$ cat config.mk
export PLATFORM = sky130hd
export DESIGN_NAME = sign_applier_flat
export DESIGN_NICKNAME = d
export VERILOG_FILES = /design/src/rtl/ppu_pkg.sv /design/src/rtl/sign_applier_if.sv /design/src/rtl/pipe_stage.sv /design/src/rtl/sign_applier.sv /design/src/flat_wrapper.sv
export SDC_FILE = /design/constraint.sdc
export NUM_CORES = 1
export LEC_CHECK = 0
export CORE_MARGIN = 3
export CORE_UTILIZATION = 52
export CTS_BUF_LIST = sky130_fd_sc_hd__clkbuf_8 sky130_fd_sc_hd__clkbuf_16
export CTS_CLUSTER_SIZE = 30
export DETAILED_ROUTE_END_ITERATION = 6
export PLACE_DENSITY = 0.8
export SETUP_SLACK_MARGIN = 0.15
export SYNTH_ARGS = -nofsm -noshare
export SYNTH_HDL_FRONTEND = slang
export SYNTH_HIERARCHICAL = 1
export SYNTH_SLANG_ARGS = --single-unit
$ cat constraint.sdc
create_clock -name clk_i -period 2.6 [get_ports clk_i]
set_input_delay 0.26 -clock clk_i [delete_from_list [all_inputs] [get_ports clk_i]]
set_output_delay 0.26 -clock clk_i [all_outputs]
set_load 0.05 [all_outputs]
$ cat src/rtl/ppu_pkg.sv
// ppu_pkg: shared posit-unit types, special-case codes and width-generic constants
package ppu_pkg;
  localparam int MAX_N = 64;
  typedef enum logic [1:0] {ADD, SUB, MUL, DIV} operation_e;
  typedef enum logic [1:0] {SP_NORMAL, SP_ZERO, SP_NAR} special_e;
  function automatic logic [MAX_N-1:0] ppu_nar(input int n);
    return MAX_N'(1) << (n - 1);
  endfunction
  function automatic logic [MAX_N-1:0] maxpos(input int n);
    return (MAX_N'(1) << (n - 1)) - MAX_N'(1);
  endfunction
endpackage

$ cat src/rtl/sign_applier_if.sv
// sign_applier_if: magnitude-in / signed-posit-out valid/ready bundle
interface sign_applier_if #(parameter int N = 16);
  import ppu_pkg::*;
  logic in_valid_i;
  logic in_ready_o;
  logic sign_i;
  logic [N-1:0] mag_i;
  logic is_zero_i;
  logic is_nar_i;
  operation_e op_i;
  logic out_valid_o;
  logic out_ready_i;
  logic [N-1:0] posit_o;
  operation_e op_o;
  logic sat_o;
  modport master(
    output in_valid_i, sign_i, mag_i, is_zero_i, is_nar_i, op_i, out_ready_i,
    input in_ready_o, out_valid_o, posit_o, op_o, sat_o
  );
  modport slave(
    input in_valid_i, sign_i, mag_i, is_zero_i, is_nar_i, op_i, out_ready_i,
    output in_ready_o, out_valid_o, posit_o, op_o, sat_o
  );
endinterface

$ cat src/rtl/pipe_stage.sv
// pipe_stage: one valid/ready register slice with a generic payload type
module pipe_stage #(
  parameter type T = logic
) (
  input  logic clk_i,
  input  logic rst_i,
  input  logic in_valid,
  output logic in_ready,
  input  T     in_data,
  output logic out_valid,
  input  logic out_ready,
  output T     out_data
);
  assign in_ready = !out_valid || out_ready;
  always_ff @(posedge clk_i or posedge rst_i)
    if (rst_i) begin
      out_valid <= 1'b0;
      out_data <= '0;
    end else if (in_ready) begin
      out_valid <= in_valid;
      if (in_valid) out_data <= in_data;
    end
endmodule

$ cat src/rtl/sign_applier.sv
// sign_applier: resolves NaR/zero/saturation and applies the result sign
// over a two-slice valid/ready pipeline.
module sign_applier
  import ppu_pkg::*;
#(
  parameter int N = 16
) (
  input logic clk_i,
  input logic rst_i,
  sign_applier_if.slave bus
);
  localparam logic [MAX_N-1:0] NAR_W = ppu_nar(N);
  localparam logic [MAX_N-1:0] MAX_W = maxpos(N);
  localparam logic [N-1:0] NAR = NAR_W[N-1:0];
  localparam logic [N-1:0] MAXP = MAX_W[N-1:0];
  typedef struct packed {
    logic neg;
    logic [N-1:0] mag;
    special_e sp;
    logic sat;
    operation_e op;
  } s1_t;
  typedef struct packed {
    logic [N-1:0] posit;
    logic sat;
    operation_e op;
  } s2_t;
  s1_t s1_d, s1_q;
  s2_t s2_d, s2_q;
  special_e sp_c;
  logic sat_c, s1_valid, s1_ready;
  logic [N-1:0] signed_mag;
  // NaR outranks zero, which outranks the out-of-range clamp
  assign sp_c = bus.is_nar_i ? SP_NAR : bus.is_zero_i ? SP_ZERO : SP_NORMAL;
  assign sat_c = sp_c == SP_NORMAL && bus.mag_i[N-1];
  assign s1_d = '{neg: bus.sign_i, mag: sat_c ? MAXP : bus.mag_i, sp: sp_c, sat: sat_c, op: bus.op_i};
  pipe_stage #(.T(s1_t)) u_s1 (
    .clk_i(clk_i),
    .rst_i(rst_i),
    .in_valid(bus.in_valid_i),
    .in_ready(bus.in_ready_o),
    .in_data(s1_d),
    .out_valid(s1_valid),
    .out_ready(s1_ready),
    .out_data(s1_q)
  );
  assign signed_mag = s1_q.neg ? -s1_q.mag : s1_q.mag;
  assign s2_d = '{
    posit: s1_q.sp == SP_NAR ? NAR : s1_q.sp == SP_ZERO ? {N{1'b0}} : signed_mag,
    sat: s1_q.sat,
    op: s1_q.op
  };
  pipe_stage #(.T(s2_t)) u_s2 (
    .clk_i(clk_i),
    .rst_i(rst_i),
    .in_valid(s1_valid),
    .in_ready(s1_ready),
    .in_data(s2_d),
    .out_valid(bus.out_valid_o),
    .out_ready(bus.out_ready_i),
    .out_data(s2_q)
  );
  assign bus.posit_o = s2_q.posit;
  assign bus.sat_o = s2_q.sat;
  assign bus.op_o = s2_q.op;
endmodule

$ cat src/flat_wrapper.sv
// flat-port wrapper written by rule: the top's interface ports become plain ports
module sign_applier_flat import ppu_pkg::*;
#(
  parameter int N = 16
)
  (clk_i, rst_i, bus_in_valid_i, bus_sign_i, bus_mag_i, bus_is_zero_i, bus_is_nar_i, bus_op_i, bus_out_ready_i, bus_in_ready_o, bus_out_valid_o, bus_posit_o, bus_op_o, bus_sat_o);
  sign_applier_if #(.N(N)) bus_i ();
  input logic clk_i;
  input logic rst_i;
  input wire logic [$bits(bus_i.in_valid_i)-1:0] bus_in_valid_i;
  input wire logic [$bits(bus_i.sign_i)-1:0] bus_sign_i;
  input wire logic [$bits(bus_i.mag_i)-1:0] bus_mag_i;
  input wire logic [$bits(bus_i.is_zero_i)-1:0] bus_is_zero_i;
  input wire logic [$bits(bus_i.is_nar_i)-1:0] bus_is_nar_i;
  input wire logic [$bits(bus_i.op_i)-1:0] bus_op_i;
  input wire logic [$bits(bus_i.out_ready_i)-1:0] bus_out_ready_i;
  output wire logic [$bits(bus_i.in_ready_o)-1:0] bus_in_ready_o;
  output wire logic [$bits(bus_i.out_valid_o)-1:0] bus_out_valid_o;
  output wire logic [$bits(bus_i.posit_o)-1:0] bus_posit_o;
  output wire logic [$bits(bus_i.op_o)-1:0] bus_op_o;
  output wire logic [$bits(bus_i.sat_o)-1:0] bus_sat_o;
  assign bus_i.in_valid_i = bus_in_valid_i;
  assign bus_i.sign_i = bus_sign_i;
  assign bus_i.mag_i = bus_mag_i;
  assign bus_i.is_zero_i = bus_is_zero_i;
  assign bus_i.is_nar_i = bus_is_nar_i;
  assign bus_i.op_i = bus_op_i;
  assign bus_i.out_ready_i = bus_out_ready_i;
  assign bus_in_ready_o = bus_i.in_ready_o;
  assign bus_out_valid_o = bus_i.out_valid_o;
  assign bus_posit_o = bus_i.posit_o;
  assign bus_op_o = bus_i.op_o;
  assign bus_sat_o = bus_i.sat_o;
  sign_applier #(.N(N)) u_core (.clk_i(clk_i), .rst_i(rst_i), .bus(bus_i));
endmodule
==> results by group <==
Place
  • PortBufs: 45
  • Gpl congestion: 0.787
  • DP HPWL: approximately 3.3 mm

Timing
  • Setup tns final: 0 ns
  • Slew HR: around two fifths
  • Pins Over Slew Limit: 0
  • Period utilization: 78.8%
  • Final hold viol count: 0
  • Tightest Pin Transition: a little under 0.9 ns
  • Setup Skew: ~0.0055 ns
  • RSZ-0062 raised after global routing: no
  • Fin crit period: slightly above 2 ns
  • Final setup viols: 0
  • FMAX: a little under 500 MHz

Pwr
  • Leakage: approximately 1.3 nW
  • Design Power: 2.42 mW
  • PD cells: approximately 840 nW/µm²
  • Worst vdd ir: 0.419 mV

Clock tree
  • Setup bufs post-CTS: 0
  • CTS tree: yes
  • TritonCTS buffer count: 5
  • CTS clk-pin slew, worst paths: 0.07 ns
  • Clk sink count: 43
  • Post-CTS sizing: 0
  • H-tree level count: 2
  • CTS root buffer: clkbuf_8
  • CTS Hold Bufs: 0
  • Longest Clk Path Bufs: 2
  • Clock Latency Late Sink: 0.30 ns

Setup path
  • Crit-path max cell delay: about 0.8 ns
  • CP bufs+invs: 2
  • Critical Path RT: about 2.3 ns
  • Top delay family on crit path: buffers and inverters
  • CP arrival: around 1.8 ns
  • CP Class: primary input to output pin
  • Kind of start point of the critical path: primary input
  • Worst Path Max Fanout: 3
  • Worst Reg-to-Reg Cells: 5
  • WP depth: 4
  • Worst-path cell chain: clkdlybuf4s50_1 > nand2b_4 > nand2b_4 > clkdlybuf4s50_1
  • Crit-path slowest cell: clkdlybuf4s50_1
  • Critical Path Sink Type: output pin

Synth
  • Number of enable flip-flop cells after synthesis: 0
  • Synth cell types: 34
  • Syn Area/Cell: 13.1 µm²
  • Top-area cell type share of the netlist area: about 46%
  • Synthesized area: ~2300 µm²
  • Seq/Total Area, Yosys: 45.8%
  • Synthesis-stage register bit count: 43
  • Post-synthesis async set-or-reset flop share: 100%
  • Top_reg_cell synth: dfrtp_1
  • Yosys top cell by area: dfrtp_1
  • Cells after Synth: between 150 and 200
  • Synth top area cells: dfrtp_1 (46%), mux2_4 (19%), mux2_2 (5.3%)
  • Post-Syn Nets: between 200 and 250
  • Yosys warning count: 6

Floorplan
  • Initial Utilization: a little under three fifths
  • CORE AREA: about 4200 µm²
  • Die width: 73.2 µm
  • Top Ports: 46
  • Die height: ~73 µm
  • # rows: 23
  • Die Area: between 5000 and 6000 µm²

Cells and area
  • Final core occ: around 69%
  • Fillers: approximately 290
  • Commonest non-fill, non-tap cell in the layout: clkdlybuf4s50_1
  • Area Growth Syn to Fin: 22.9%
  • # diodes: 0
  • Final nets: 253
  • Most frequent cells in the layout: clkdlybuf4s50_1 (45), dfrtp_1 (43), mux2_4 (30)
  • Layout cells sized above 1: between 30 and 40%

Routing
  • Average vias per placed instance: around 5.4
  • Detailed Route WL: between 4 and 5 mm
  • Post-DRT Antenna Nets: 0
  • 1st-iter DRT viols: 50
  • Routed len/inst: roughly 16 µm
  • DRC: 0
  • DR vias: 1,498
  • Pre-antenna DRT Iters: 4

GRT
  • Vias in the first global route: approximately 1,600
  • Grt ovf: 0
  • First-pass GRT wire length: about 7.5 mm
  • Initial antenna violation count: 0
  • Largest net degree at the start of global routing: 24
  • Overall routing resource usage: a little under a fifth

Min path
  • Min-Delay Path Class: primary input to asynchronous set/reset pin

Run status
  • Status: finished clean

Job
  • Max-cap violations: 0
==> layer usage <==
metal,global-route usage [%],wire length [µm],vias up
li1,-,-,720
met1,22.9,1870,731
met2,31.3,2230,41
met3,5.10,200,6
met4,6.56,61,0
met5,0,0,-
==> cell usage after synthesis (2+ instances only) <==
| master | number |
|---|---|
| nor2b_1 | 2 |
| nand2b_4 | 2 |
| buf_12 | 2 |
| mux2_4 | 30 |
| nand2_4 | 2 |
| nand2b_1 | 4 |
| mux2_2 | 11 |
| or4_4 | 2 |
| or4_1 | 3 |
| o41ai_1 | 2 |
| nor2_1 | 14 |
| o31ai_1 | 4 |
| inv_1 | 5 |
| clkbuf_1 | 2 |
| xor2_1 | 12 |
| or3_1 | 5 |
| or2_2 | 16 |
| dfrtp_1 | 43 |
| o21ai_0 | 4 |
==> cells by family (layout without fill, tap and decap cells) <==
group                      count (synthesis)  in the layout  synth area share [%]
xor gates and xnor gates                  12             12                  4.47
buffers and inverters                     11             59                  3.46
DFF                                       43             43                  45.8
AOI/OAI and AO/OA                         16             16                  5.75
and+or+nand+nor                           55             55                  15.1
adders and majority gates                  1              1                 0.532
muxes                                     42             42                  24.9
==> power breakdown <==
group | leakage (nW) | total (mW) | switching, mW | internal, mW
sequential | 0.516 | 0.954 | 0.131 | 0.823
combinational | 0.765 | 1.07 | 0.593 | 0.477
clock | 0.0505 | 0.396 | 0.215 | 0.181
total | 1.33 | 2.42 | 0.939 | 1.48
==> path summary, 6_finish.rpt <==
kind	start	endpoint	slack [ns]
worst max-delay path	bus_out_ready_i	bus_in_ready_o	0.55
worst min-delay path	rst_i	u_core/u_s2/out_valid	0.44
worst max register to register	u_core/u_s1/out_data[11]	u_core/u_s2/out_data[16]	0.58
worst min register to register	u_core/u_s2/out_data[15]	u_core/u_s2/out_data[15]	0.51
max in group asynchronous	rst_i	u_core/u_s1/out_data[5]	1.58
min in group clk_i	u_core/u_s2/out_data[15]	u_core/u_s2/out_data[15]	0.51
==> registers in the layout, indices dropped and copies added (netlist names) <==
signal                 cells
u_core/u_s1/out_data      22
u_core/u_s1/out_valid      1
u_core/u_s2/out_data      19
u_core/u_s2/out_valid      1
==> final cells by class <==
| class | count | area, µm² | area share, % |
|---|---|---|---|
| Timing Repair Buffer | 46 | 458 | 15.9 |
| Tap cell | 50 | 62.6 | 2.17 |
| Clock buffer | 5 | 68.8 | 2.38 |
| Multi-Input combinational cell | 126 | 1190 | 41.3 |
| Sequential cell | 43 | 1080 | 37.2 |
| Inverter | 5 | 18.8 | 0.650 |
| Clock inverter | 3 | 12.5 | 0.433 |
==> worst register-to-register path, delay by kind of cell (launching register included) <==
| kind | cells | cell delay (ns) |
|---|---|---|
| DFF | 1 | 0.44 |
| and+or+nand+nor | 2 | 0.66 |
| AOI/OAI and AO/OA | 1 | 0.37 |
| xor gates and xnor gates | 1 | 0.18 |
| muxes | 1 | 0.27 |
==> metrics by stage <==
stage / hold WS [ns] / worst slack [ns] / cell area (µm²) / instances
2_1_floorplan: 0.224 / 0.698 / 2350 / 180
3_3_place_gp: 0.485 / 0.549 / 2810 / 270
3_5_place_dp: 0.497 / 0.550 / 2810 / 270
4_1_cts: 0.460 / 0.543 / 2890 / 278
5_1_grt: 0.519 / 0.472 / 2890 / 278
6_report: 0.438 / 0.551 / 2890 / 278
Power figures use the tool's default switching activity.
